===== config.mk =====
export PLATFORM = sky130hd
export DESIGN_NAME = cell_comm_bpm_rx_flat
export DESIGN_NICKNAME = d
export VERILOG_FILES = /design/src/rtl/cell_comm_pkg.sv /design/src/rtl/cell_comm_bpm_rx_if.sv /design/src/rtl/cell_comm_rx_counter.sv /design/src/rtl/cell_comm_bpm_rx.sv /design/src/flat_wrapper.sv
export SDC_FILE = /design/constraint.sdc
export NUM_CORES = 1
export LEC_CHECK = 0
export ABC_AREA = 1
export ABC_CLOCK_PERIOD_IN_PS = 8500
export BUFFER_PORTS_ARGS = -buffer_cell sky130_fd_sc_hd__buf_2
export CORE_ASPECT_RATIO = 0.5
export CORE_UTILIZATION = 51
export DETAILED_ROUTE_END_ITERATION = 7
export GPL_TIMING_DRIVEN = 0
export MAX_ROUTING_LAYER = met4
export PLACE_DENSITY = 0.88
export SETUP_SLACK_MARGIN = 0.3
export SKIP_CTS_REPAIR_TIMING = 1
export SLEW_MARGIN = 20
export SYNTH_ARGS = -nofsm -noshare
export SYNTH_HDL_FRONTEND = slang
export SYNTH_SLANG_ARGS = --single-unit

===== constraint.sdc =====
create_clock -name axisUserClk -period 8.5 [get_ports axisUserClk]
set_input_delay 0.425 -clock axisUserClk [delete_from_list [all_inputs] [get_ports axisUserClk]]
set_output_delay 0.425 -clock axisUserClk [all_outputs]
set_load 0.05 [all_outputs]

===== src/rtl/cell_comm_pkg.sv =====
// Shared definitions for the BPM fast-acquisition RX packet parser.
// Holds the header layout (marker value and field offsets), the packet
// length and the parser state enumeration.
package cell_comm_pkg;

   localparam logic [7:0] HDR_MARKER = 8'hA5;
   localparam int         CLIP_LSB   = 16;
   localparam int         MARKER_LSB = 24;
   localparam int         PKT_WORDS  = 4;

   typedef enum logic [2:0] {
      ST_IDLE      = 3'd0,
      ST_GET_X     = 3'd1,
      ST_GET_Y     = 3'd2,
      ST_GET_S     = 3'd3,
      ST_AWAIT_CRC = 3'd4,
      ST_DISCARD   = 3'd5
   } rx_state_e;

endpackage


===== src/rtl/cell_comm_bpm_rx_if.sv =====
// Bundle between the Aurora RX side and the BPM packet parser.
//   RX stream : channelUp, axisRxTvalid, axisRxTlast, axisRxTdata,
//               axisRxCRCvalid, axisRxCRCpass (no tready, always accepted)
//   Record    : recStrobe, recIndex, recClipped, recX, recY, recS
//   Counters  : goodCount, crcFaultCount, framingErrCount
// master = Aurora/test side, slave = parser.
interface cell_comm_bpm_rx_if #(
   parameter int ADC_COUNT      = 4,
   parameter int FOFB_IDX_WIDTH = 9,
   parameter int DATA_WIDTH     = 32
);
   logic                      channelUp;
   logic                      axisRxTvalid;
   logic                      axisRxTlast;
   logic [31:0]               axisRxTdata;
   logic                      axisRxCRCvalid;
   logic                      axisRxCRCpass;

   logic                      recStrobe;
   logic [FOFB_IDX_WIDTH-1:0] recIndex;
   logic [ADC_COUNT-1:0]      recClipped;
   logic [DATA_WIDTH-1:0]     recX;
   logic [DATA_WIDTH-1:0]     recY;
   logic [DATA_WIDTH-1:0]     recS;
   logic [31:0]               goodCount;
   logic [31:0]               crcFaultCount;
   logic [31:0]               framingErrCount;

   modport master (
      output channelUp, axisRxTvalid, axisRxTlast, axisRxTdata,
             axisRxCRCvalid, axisRxCRCpass,
      input  recStrobe, recIndex, recClipped, recX, recY, recS,
             goodCount, crcFaultCount, framingErrCount
   );

   modport slave (
      input  channelUp, axisRxTvalid, axisRxTlast, axisRxTdata,
             axisRxCRCvalid, axisRxCRCpass,
      output recStrobe, recIndex, recClipped, recX, recY, recS,
             goodCount, crcFaultCount, framingErrCount
   );
endinterface


===== src/rtl/cell_comm_rx_counter.sv =====
// 32-bit wrapping event counter.
//   clk    : clock
//   rst    : asynchronous active-high reset, clears the count
//   inc_i  : count one event this cycle
//   count_o: current count, wraps 32'hFFFFFFFF -> 0
module cell_comm_rx_counter (
   input  logic        clk,
   input  logic        rst,
   input  logic        inc_i,
   output logic [31:0] count_o
);
   logic [31:0] count_d;
   logic [31:0] count_q;

   always_comb begin
      count_d = count_q;
      if (inc_i) count_d = count_q + 32'd1;
   end

   always_ff @(posedge clk or posedge rst) begin
      if (rst) count_q <= '0;
      else     count_q <= count_d;
   end

   assign count_o = count_q;
endmodule


===== src/rtl/cell_comm_bpm_rx.sv =====
// Receive-side parser for BPM fast-acquisition packets on one Aurora ring
// direction. Checks framing (header marker, tlast only on the 4th word) and
// the Aurora CRC result, then presents one registered record per good
// packet and counts good packets, CRC faults and framing errors.
//   axisUserClk   : Aurora user clock
//   axisUserReset : asynchronous active-high reset
//   rx_if         : RX stream in, record and counters out (slave modport)
//
// state        | meaning
// ST_IDLE      | waiting for a header word
// ST_GET_X     | header taken, expecting X
// ST_GET_Y     | expecting Y
// ST_GET_S     | expecting S, which must carry tlast
// ST_AWAIT_CRC | packet complete, waiting up to CRC_TIMEOUT cycles for crcValid
// ST_DISCARD   | dropping words of a bad packet up to its tlast
module cell_comm_bpm_rx
   import cell_comm_pkg::*;
#(
   parameter int ADC_COUNT      = 4,
   parameter int FOFB_IDX_WIDTH = 9,
   parameter int DATA_WIDTH     = 32,
   parameter int CRC_TIMEOUT    = 15
) (
   input logic               axisUserClk,
   input logic               axisUserReset,
   cell_comm_bpm_rx_if.slave rx_if
);
   localparam int TMR_W = $clog2(CRC_TIMEOUT + 1);

   rx_state_e                 state_d, state_q;
   logic [TMR_W-1:0]          tmr_d, tmr_q;
   logic [FOFB_IDX_WIDTH-1:0] idx_d, idx_q;
   logic [ADC_COUNT-1:0]      clip_d, clip_q;
   logic [DATA_WIDTH-1:0]     x_d, x_q, y_d, y_q, s_d, s_q;
   logic                      commit_d, commit_q;

   logic                      rec_strobe_d, rec_strobe_q;
   logic [FOFB_IDX_WIDTH-1:0] rec_index_d, rec_index_q;
   logic [ADC_COUNT-1:0]      rec_clipped_d, rec_clipped_q;
   logic [DATA_WIDTH-1:0]     rec_x_d, rec_x_q, rec_y_d, rec_y_q, rec_s_d, rec_s_q;

   logic                      take_hdr;
   logic                      hdr_ok;
   logic                      good_inc, crc_fault_inc, framing_inc;

   always_comb begin
      state_d       = state_q;
      tmr_d         = tmr_q;
      idx_d         = idx_q;
      clip_d        = clip_q;
      x_d           = x_q;
      y_d           = y_q;
      s_d           = s_q;
      commit_d      = 1'b0;
      take_hdr      = 1'b0;
      crc_fault_inc = 1'b0;
      framing_inc   = 1'b0;
      hdr_ok        = (rx_if.axisRxTdata[MARKER_LSB +: 8] == HDR_MARKER);

      // A CRC-accepted packet becomes visible one cycle after acceptance;
      // the latched fields are copied before a following header can land.
      good_inc      = commit_q;
      rec_strobe_d  = commit_q;
      rec_index_d   = rec_index_q;
      rec_clipped_d = rec_clipped_q;
      rec_x_d       = rec_x_q;
      rec_y_d       = rec_y_q;
      rec_s_d       = rec_s_q;
      if (commit_q) begin
         rec_index_d   = idx_q;
         rec_clipped_d = clip_q;
         rec_x_d       = x_q;
         rec_y_d       = y_q;
         rec_s_d       = s_q;
      end

      if (!rx_if.channelUp) begin
         state_d = ST_IDLE;
      end else begin
         unique case (state_q)
            ST_IDLE: begin
               if (rx_if.axisRxTvalid) take_hdr = 1'b1;
            end
            ST_GET_X: begin
               if (rx_if.axisRxTvalid) begin
                  if (rx_if.axisRxTlast) begin
                     framing_inc = 1'b1;
                     state_d     = ST_IDLE;
                  end else begin
                     x_d     = rx_if.axisRxTdata;
                     state_d = ST_GET_Y;
                  end
               end
            end
            ST_GET_Y: begin
               if (rx_if.axisRxTvalid) begin
                  if (rx_if.axisRxTlast) begin
                     framing_inc = 1'b1;
                     state_d     = ST_IDLE;
                  end else begin
                     y_d     = rx_if.axisRxTdata;
                     state_d = ST_GET_S;
                  end
               end
            end
            ST_GET_S: begin
               if (rx_if.axisRxTvalid) begin
                  s_d = rx_if.axisRxTdata;
                  if (!rx_if.axisRxTlast) begin
                     framing_inc = 1'b1;
                     state_d     = ST_DISCARD;
                  end else if (rx_if.axisRxCRCvalid) begin
                     state_d = ST_IDLE;
                     if (rx_if.axisRxCRCpass) commit_d      = 1'b1;
                     else                     crc_fault_inc = 1'b1;
                  end else begin
                     state_d = ST_AWAIT_CRC;
                     tmr_d   = TMR_W'(CRC_TIMEOUT - 1);
                  end
               end
            end
            ST_AWAIT_CRC: begin
               // A new word means the CRC for the pending packet never came;
               // that word is then treated as a fresh header.
               if (rx_if.axisRxTvalid) begin
                  crc_fault_inc = 1'b1;
                  take_hdr      = 1'b1;
               end else if (rx_if.axisRxCRCvalid) begin
                  state_d = ST_IDLE;
                  if (rx_if.axisRxCRCpass) commit_d      = 1'b1;
                  else                     crc_fault_inc = 1'b1;
               end else if (tmr_q == '0) begin
                  crc_fault_inc = 1'b1;
                  state_d       = ST_IDLE;
               end else begin
                  tmr_d = tmr_q - TMR_W'(1);
               end
            end
            ST_DISCARD: begin
               if (rx_if.axisRxTvalid && rx_if.axisRxTlast) state_d = ST_IDLE;
            end
            default: state_d = ST_IDLE;
         endcase

         if (take_hdr) begin
            if (hdr_ok && !rx_if.axisRxTlast) begin
               idx_d   = rx_if.axisRxTdata[FOFB_IDX_WIDTH-1:0];
               clip_d  = rx_if.axisRxTdata[CLIP_LSB +: ADC_COUNT];
               state_d = ST_GET_X;
            end else begin
               framing_inc = 1'b1;
               state_d     = rx_if.axisRxTlast ? ST_IDLE : ST_DISCARD;
            end
         end
      end
   end

   always_ff @(posedge axisUserClk or posedge axisUserReset) begin
      if (axisUserReset) begin
         state_q       <= ST_IDLE;
         tmr_q         <= '0;
         idx_q         <= '0;
         clip_q        <= '0;
         x_q           <= '0;
         y_q           <= '0;
         s_q           <= '0;
         commit_q      <= 1'b0;
         rec_strobe_q  <= 1'b0;
         rec_index_q   <= '0;
         rec_clipped_q <= '0;
         rec_x_q       <= '0;
         rec_y_q       <= '0;
         rec_s_q       <= '0;
      end else begin
         state_q       <= state_d;
         tmr_q         <= tmr_d;
         idx_q         <= idx_d;
         clip_q        <= clip_d;
         x_q           <= x_d;
         y_q           <= y_d;
         s_q           <= s_d;
         commit_q      <= commit_d;
         rec_strobe_q  <= rec_strobe_d;
         rec_index_q   <= rec_index_d;
         rec_clipped_q <= rec_clipped_d;
         rec_x_q       <= rec_x_d;
         rec_y_q       <= rec_y_d;
         rec_s_q       <= rec_s_d;
      end
   end

   assign rx_if.recStrobe  = rec_strobe_q;
   assign rx_if.recIndex   = rec_index_q;
   assign rx_if.recClipped = rec_clipped_q;
   assign rx_if.recX       = rec_x_q;
   assign rx_if.recY       = rec_y_q;
   assign rx_if.recS       = rec_s_q;

   cell_comm_rx_counter u_good_cnt (
      .clk     (axisUserClk),
      .rst     (axisUserReset),
      .inc_i   (good_inc),
      .count_o (rx_if.goodCount)
   );

   cell_comm_rx_counter u_crc_cnt (
      .clk     (axisUserClk),
      .rst     (axisUserReset),
      .inc_i   (crc_fault_inc),
      .count_o (rx_if.crcFaultCount)
   );

   cell_comm_rx_counter u_frm_cnt (
      .clk     (axisUserClk),
      .rst     (axisUserReset),
      .inc_i   (framing_inc),
      .count_o (rx_if.framingErrCount)
   );
endmodule

===== src/flat_wrapper.sv =====
// flat-port wrapper written by rule: the top's interface ports become plain ports
module cell_comm_bpm_rx_flat import cell_comm_pkg::*;
#(
   parameter int ADC_COUNT      = 4,
   parameter int FOFB_IDX_WIDTH = 9,
   parameter int DATA_WIDTH     = 32,
   parameter int CRC_TIMEOUT    = 15
)
  (axisUserClk, axisUserReset, rx_if_channelUp, rx_if_axisRxTvalid, rx_if_axisRxTlast, rx_if_axisRxTdata, rx_if_axisRxCRCvalid, rx_if_axisRxCRCpass, rx_if_recStrobe, rx_if_recIndex, rx_if_recClipped, rx_if_recX, rx_if_recY, rx_if_recS, rx_if_goodCount, rx_if_crcFaultCount, rx_if_framingErrCount);
  cell_comm_bpm_rx_if #(.ADC_COUNT(ADC_COUNT), .FOFB_IDX_WIDTH(FOFB_IDX_WIDTH), .DATA_WIDTH(DATA_WIDTH)) rx_if_i ();
  input logic axisUserClk;
  input logic axisUserReset;
  input wire logic [$bits(rx_if_i.channelUp)-1:0] rx_if_channelUp;
  input wire logic [$bits(rx_if_i.axisRxTvalid)-1:0] rx_if_axisRxTvalid;
  input wire logic [$bits(rx_if_i.axisRxTlast)-1:0] rx_if_axisRxTlast;
  input wire logic [$bits(rx_if_i.axisRxTdata)-1:0] rx_if_axisRxTdata;
  input wire logic [$bits(rx_if_i.axisRxCRCvalid)-1:0] rx_if_axisRxCRCvalid;
  input wire logic [$bits(rx_if_i.axisRxCRCpass)-1:0] rx_if_axisRxCRCpass;
  output wire logic [$bits(rx_if_i.recStrobe)-1:0] rx_if_recStrobe;
  output wire logic [$bits(rx_if_i.recIndex)-1:0] rx_if_recIndex;
  output wire logic [$bits(rx_if_i.recClipped)-1:0] rx_if_recClipped;
  output wire logic [$bits(rx_if_i.recX)-1:0] rx_if_recX;
  output wire logic [$bits(rx_if_i.recY)-1:0] rx_if_recY;
  output wire logic [$bits(rx_if_i.recS)-1:0] rx_if_recS;
  output wire logic [$bits(rx_if_i.goodCount)-1:0] rx_if_goodCount;
  output wire logic [$bits(rx_if_i.crcFaultCount)-1:0] rx_if_crcFaultCount;
  output wire logic [$bits(rx_if_i.framingErrCount)-1:0] rx_if_framingErrCount;
  assign rx_if_i.channelUp = rx_if_channelUp;
  assign rx_if_i.axisRxTvalid = rx_if_axisRxTvalid;
  assign rx_if_i.axisRxTlast = rx_if_axisRxTlast;
  assign rx_if_i.axisRxTdata = rx_if_axisRxTdata;
  assign rx_if_i.axisRxCRCvalid = rx_if_axisRxCRCvalid;
  assign rx_if_i.axisRxCRCpass = rx_if_axisRxCRCpass;
  assign rx_if_recStrobe = rx_if_i.recStrobe;
  assign rx_if_recIndex = rx_if_i.recIndex;
  assign rx_if_recClipped = rx_if_i.recClipped;
  assign rx_if_recX = rx_if_i.recX;
  assign rx_if_recY = rx_if_i.recY;
  assign rx_if_recS = rx_if_i.recS;
  assign rx_if_goodCount = rx_if_i.goodCount;
  assign rx_if_crcFaultCount = rx_if_i.crcFaultCount;
  assign rx_if_framingErrCount = rx_if_i.framingErrCount;
  cell_comm_bpm_rx #(.ADC_COUNT(ADC_COUNT), .FOFB_IDX_WIDTH(FOFB_IDX_WIDTH), .DATA_WIDTH(DATA_WIDTH), .CRC_TIMEOUT(CRC_TIMEOUT)) u_core (.axisUserClk(axisUserClk), .axisUserReset(axisUserReset), .rx_if(rx_if_i));
endmodule

==> results.md, run 1 <==
- Run status: completed
- Htree depth: 1
- Die height: between 100 and 150 µm
- Dpl hpwl: 28800 µm
- Max VDD drop: about 150 µV
- DR vias/cell: between 5 and 6
- Crit path arrival time: 2740 ps
- Worst Slack Setup Final: around 6300 ps
- Syn nets: between 1500 and 2000
- Final wirelength: 39900 µm
- Total power: between 3 and 4 mW
- Pwr Density: 205 nW/µm²
- CP Data Required Time: 9000 ps
- Cell Chain, Critical Path: buf_2, inv_1, clkbuf_1, clkbuf_1, nand2_1, nand2_1
- Root buf cell: clkbuf_16
- Yosys reg bits: 323
- DR iter-0 viols: approximately 1200
- Post-synth EDFFs: 0
- Die X: around 240 µm
- CTS Sinks: around 320
- Residual DRC count: 0
- Detail Route Antenna Nets: 0
- CP Max Fanout: 10
- Placed Cells: ~2500
- Rows: 43
- Post-layout net count: between 2000 and 2500
- Max Slew Vio Count: 0
- Slew headroom: 48.0%
- Commonest cells after routing, fill and taps aside: nand2_1 (900), dfrtp_1 (323), buf_2 (253), nor2_1 (152), o21ai_0 (111)
- Final Util: between 60% and 70%
- Leak: about 9.5 nW
- Drt first pass iters: 6
- Dominant synthesized flop cell: dfrtp_1
- Setup Viol. Count Final: 0
- Vias in the first global route: about 12000
- Syn Inst Count: approximately 1900
- Most common cell after layout, fill and taps aside: nand2_1
- First-pass GRT wire length: 62700 µm
- Final Wtd Congestion: 0.967
- I/O Pins: around 250
- Largest net degree at the start of global routing: 35
- Crit start category: flip-flop
- Syn_area_per_cell: a little under 8 µm²
- Area delta synth->final: 20.3%
- CP max stage cell: clkbuf_1
- Critical path type: reg -> reg
- Slowest stage delay, CP: slightly above 600 ps
- Fmax: 0.446 GHz
- Port bufs: between 200 and 250
- Worst hold path class: in -> reg
- Unrepaired setup endpoints after global routing: false
- Die area: slightly below 30000 µm²
- Maxcap violations: 0
- Fin Setup TNS: 0 ps
- CORE AREA: 27900 µm²
- Synth warn: 0
- Worst-margin pin slew: 780 ps
- Min Clock Period, post-route: about 2200 ps
- Longest Clk Path Bufs: 3
- Critical path's top delay family: buffers and inverters
- Final Hold Fails: 0
- Fin crit share: a little over a quarter
- Layout cells sized above 1: 16.3%
- Async S/R FF share, synth: 100%
- Netlist cell types: 31
- All-Layer GR Usage: between 20% and 30%
- Via count: ~13000
- Crit. End Element: flip-flop
- CTS tree: built
- Worst-Skew Late Latency: 570 ps
- Initial antenna violation count: 3
- Register area share after synthesis: 55.4%
- Grt total ovfl: 0
- Mapped Area: around 15000 µm²
- Cts bufs inserted: 29
- Worst slack, placed: around 6300 ps
- Worst Path Buf+Inv: 4
- Fin cells: ~2500
- CTS clk-pin slew, worst paths: about 70 ps
- Clock skew: about 19 ps
- Starting Density: a little over half
- WL per Instance: approximately 16 µm
-- area by class of cell --
| type | count | area, µm² |
|---|---|---|
| Fill cell | 2237 | 10400 |
| Sequential cell | 323 | 8080 |
| Multi-Input combinational cell | 1353 | 5790 |
| Timing Repair Buffer | 256 | 1470 |
| Clock buffer | 33 | 761 |
| Tap cell | 382 | 478 |
| Inverter | 118 | 447 |
| Buffer | 58 | 274 |
| Clock inverter | 20 | 240 |
| Antenna cell | 3 | 7.51 |
-- metal layers --
layer	up-vias	wire length [µm]	global-route usage [%]
li1	6322	-	-
met1	6373	16200	35.1
met2	527	19100	44.9
met3	137	2710	5.03
met4	0	1820	11.9
met5	-	0	-
-- kinds of logic after synthesis --
kind of cell / Yosys count / synth area share, %
adders and majority gates: 5 / 0.429
xor gates and xnor gates: 38 / 2.28
DFF: 323 / 55.4
and+or+nand+nor: 1177 / 32.4
AOI/OAI and AO/OA: 133 / 4.60
buffers and inverters: 176 / 4.91
-- metrics by stage --
step | cell area, µm² | hold WS [ps]
floorplan | 14600 | 349
global placement | 16300 | 351
detailed placement | 16500 | 368
CTS | 17500 | -98.8
global route | 17500 | 150
finish | 17500 | 152
-- where the power goes --
part,internal [mW],switching (mW)
logic,0.125,0.347
registers,1.64,0.0890
clock network,0.777,0.623
-- sequential cells by signal, indices dropped and copies added, names as in the netlist --
register,count
u_core.clip_q,4
u_core.commit_q,1
u_core.idx_q,9
u_core.rx_if.recClipped,4
u_core.rx_if.recIndex,9
u_core.rx_if.recS,32
u_core.rx_if.recStrobe,1
u_core.rx_if.recX,32
u_core.rx_if.recY,32
u_core.s_q,32
u_core.state_q,3
u_core.tmr_q,4
u_core.u_crc_cnt.count_o,32
u_core.u_frm_cnt.count_o,32
u_core.u_good_cnt.count_o,32
u_core.x_q,32
u_core.y_q,32
-- path summary, 6_finish.rpt --
kind	cells after the start	to	slack (ps)	start
min in group asynchronous	3	u_core.rx_if.recS[20]	470	axisUserReset
worst min-delay path	3	u_core.commit_q	150	rx_if_axisRxCRCpass
worst max register to register	6	u_core.rx_if.recS[31]	6260	u_core.commit_q
worst max-delay path	6	u_core.rx_if.recS[31]	6260	u_core.commit_q
max in group asynchronous	6	u_core.u_crc_cnt.count_o[21]	7040	axisUserReset
worst min register to register	0	u_core.rx_if.recStrobe	380	u_core.commit_q
-- Yosys cell counts (all sizes together), types with 2 or more instances --
| cell type | number | area share (%) |
|---|---|---|
| dfrtp | 323 | 55 |
| ha | 5 | 0.43 |
| xnor2 | 16 | 0.96 |
| nor3b | 2 | 0.10 |
| nand4 | 17 | 0.73 |
| nand2 | 902 | 23 |
| a21oi | 3 | 0.10 |
| clkbuf | 40 | 1.0 |
| nor2 | 165 | 4.6 |
| nor3 | 7 | 0.31 |
| inv | 118 | 3.0 |
| o21ai | 129 | 4.5 |
| nand3 | 64 | 2.3 |
| buf | 18 | 0.85 |
| nand3b | 19 | 0.98 |
| xor2 | 22 | 1.3 |
-- worst reg2reg max path, stage by stage, from the launching register on --
cell,delay [ps]
dfrtp_1,380
buf_2,220
inv_1,220
clkbuf_1,620
clkbuf_1,540
nand2_1,120
nand2_1,80
(Power assumes the default switching activity.)
==> inputs of run 2 (changes only) <==
- ABC_CLOCK_PERIOD_IN_PS: 8500 -> 2200
- CORE_UTILIZATION: 51 -> 57
- PLACE_DENSITY: 0.88 -> 0.93
- clock period: 8.5 -> 2.2 ns (I/O delays scaled with it)
==> run 2 against run 1 <==
The run now ends with negative hold slack, negative setup slack left. Setup slack lost 6300 ps. Routed wire length grew 25%. Die area shrank 10%. Global-route usage grew 6.9 points. Critical path depth is the same. Sequential share of layout area shrank 0.95 points. Register-to-register slack lost 6300 ps. Cell count shrank 0.27%. Power grew to 3.9 times the previous value. Combinational power grew to 4.2 times the previous value. Final area grew 2.1%.
==> results.md, run 2 (synthesis gave the netlist of run 1 again) <==
- Worst hold path class: in -> reg
- Crit start category: flip-flop
- Worst-margin pin slew: 790 ps (+10.1 ps)
- Layout cells sized above 1: 17.0% (+0.68 points)
- I/O Pins: 245 (unchanged)
- Clock group share of total power: 38.3% (-0.6 points)
- CP Data Required Time: 2590 ps (-6410 ps)
- Setup Viol. Count Final: 1 (+1)
- Largest net degree at the start of global routing: 36 (+2.9%)
- Slew headroom: 46.7% (-1.2 points)
- Residual DRC count: 0 (unchanged)
- Final Hold Fails: 2 (+2)
- Worst slack, placed: -95.7 ps (-6410 ps)
- First-pass GRT wire length: 69000 µm (+10%)
- CORE AREA: 24600 µm² (-12%)
- Worst Slack Setup Final: -28.4 ps (-6290 ps)
- Worst min-delay path startpoint: rx_if_axisRxTdata[24]
- R2r startpoint: u_core.state_q[0]
- CTS Sinks: 323 (unchanged)
- Run status: finished with violations
- NetSw: 4.26 mW (+300%)
- Area delta synth->final: 22.8%
- Die area: 26300 µm² (-10%)
- Detail Route Antenna Nets: 0 (unchanged)
- Most common cell after layout, fill and taps aside: nand2_1
- Commonest cells after routing, fill and taps aside: nand2_1 (898), dfrtp_1 (322), buf_2 (250), nor2_1 (147), o21ai_0 (111)
- Die X: 228 µm (-5.4%)
- CTS tree: built
- Failing checks: negative hold slack, negative setup slack
- Post-layout net count: 2221 (+1.7%)
- Grt total ovfl: 0 (unchanged)
- Critical path type: reg -> reg
- Reg2Reg Depth: 6 (unchanged)
- Fin crit share: 101% (+75 points)
- Htree depth: 1 (unchanged)
- Internal power: 9.85 mW (+290%)
- Comb pwr share: 14.1% (+1.0 points)
- Crit path arrival time: 2620 ps (-120 ps)
- R2R setup slack: -30 ps (-6290 ps)
- Crit. End Element: flip-flop
- Maxcap violations: 0 (unchanged)
- Leak: 9.70 nW (+2.0%)
- All-Layer GR Usage: 34.8% (+6.9 points)
- Sw Ratio: 30.2% (+0.74 points)
- Starting Density: 59.4% (+7.1 points)
- Fill count: 1649 (-26%)
- Unrepaired setup endpoints after global routing: true
- FF-to-FF End: u_core.x_q[20]
- WL per Instance: 19.6 µm (+25%)
- Root buf cell: clkbuf_16
- Hold path endpoint: u_core.x_q[24]
- Die height: 115 µm (-5.3%)
- Initial antenna violation count: 4 (+1)
- CP Max Fanout: 10 (unchanged)
- DR iter-0 viols: 2231 (+82%)
- Worst hold slack: -66.6 ps (-218 ps)
- Final wirelength: 49700 µm (+25%)
- Max Slew Vio Count: 0 (unchanged)
- Fmax: 0.449 GHz (+0.56%)
- Cts bufs inserted: 28 (-3.4%)
- Final Wtd Congestion: 0.968 (about the same)
- Pwr Density: 787 nW/µm² (+280%)
- Clock skew: 34.3 ps (+15.4 ps)
- Longest Clk Path Bufs: 3 (unchanged)
- Vias in the first global route: 13200 (+7.0%)
- Hold Path Cell Cnt: 3 (unchanged)
- DR vias/cell: 5.86 (+12%)
- Max VDD drop: 652 µV (+340%)
- Drt first pass iters: 8 (+2)
- Min Clock Period, post-route: 2230 ps (-12.4 ps)
- Worst-Skew Late Latency: 580 ps (about the same)
- Dpl hpwl: 29800 µm (+3.5%)
- Seq pwr share: 47.5% (-0.5 points)
- Port bufs: 244 (unchanged)
- Rows: 40 (-7.0%)
- Via count: 14900 (+11%)
- CTS clk-pin slew, worst paths: 80 ps (about the same)
==> run 2: cell types whose count changed in the layout (fill, tap and decap cells not counted), sizes merged <==
cell	delta
buf	+1
clkbuf	+7
clkinvlp	-1
diode	+2
dlygate4sd3	+35
inv	-5
==> run 2: routing by layer <==
layer / up-vias / global-route usage (%) / routed length, µm / share of wire (%)
li1: 6395 / - / - / -
met1: 6841 / 42.0 / 17900 / 36
met2: 1249 / 53.6 / 22200 / 45
met3: 401 / 8.61 / 5680 / 11
met4: 0 / 21.6 / 3960 / 8.0
met5: - / - / 0 / 0
==> run 2: how the worst max path moves through the flow <==
stage,startpoint,endpoint,cells after the start
after floorplan,axisUserReset,u_core.clip_q[0],1
after global placement,axisUserReset,u_core.u_frm_cnt.count_o[10],2
after detailed placement,u_core.commit_q,u_core.rx_if.recS[29],6
after CTS,u_core.commit_q,u_core.rx_if.recS[29],6
after global routing,u_core.state_q[0],u_core.x_q[20],6
final,u_core.state_q[0],u_core.x_q[20],6
==> run 2: cell type report <==
cell class,count,area (µm²),area share [%]
Timing Repair Buffer,295,1850,10.3
Clock inverter,14,190,1.06
Antenna cell,5,12.5,0.0698
Multi-Input combinational cell,1353,5830,32.5
Sequential cell,323,8080,45.1
Buffer,58,307,1.71
Tap cell,336,420,2.35
Inverter,118,447,2.49
Clock buffer,37,785,4.38
==> run 2: worst max-delay path, stage by stage (launching register included) <==
cell      delay [ps]
dfrtp_1          380
buf_4            140
inv_2             50
nor2_1           240
nand3_2          310
clkbuf_1         320
o21ai_0          580
==> run 2: power groups by stage <==
stage          registers (mW)  logic, mW  clock network [mW]
4_1_cts                  6.66       1.86                5.31
6_report                 6.71       1.99                5.41
5_1_grt                  6.73       2.13                5.64
3_3_place_gp             6.75       1.71                   0
2_1_floorplan            7.27      0.724                   0
3_5_place_dp             6.76       1.83                   0
==> run 2: metrics by stage <==
step	area (µm²)	total power, mW	std cells	TNS, ps	util (%)
after floorplan	14600	8.00	1852	-716660	-
after global placement	16200	8.46	2432	-1252360	66.1
after detailed placement	16500	8.59	2443	-271	67.0
after CTS	17400	13.8	2494	-1490	71.0
after global routing	17900	14.5	2539	-20.2	72.9
final	17900	14.1	2539	-28.4	72.9
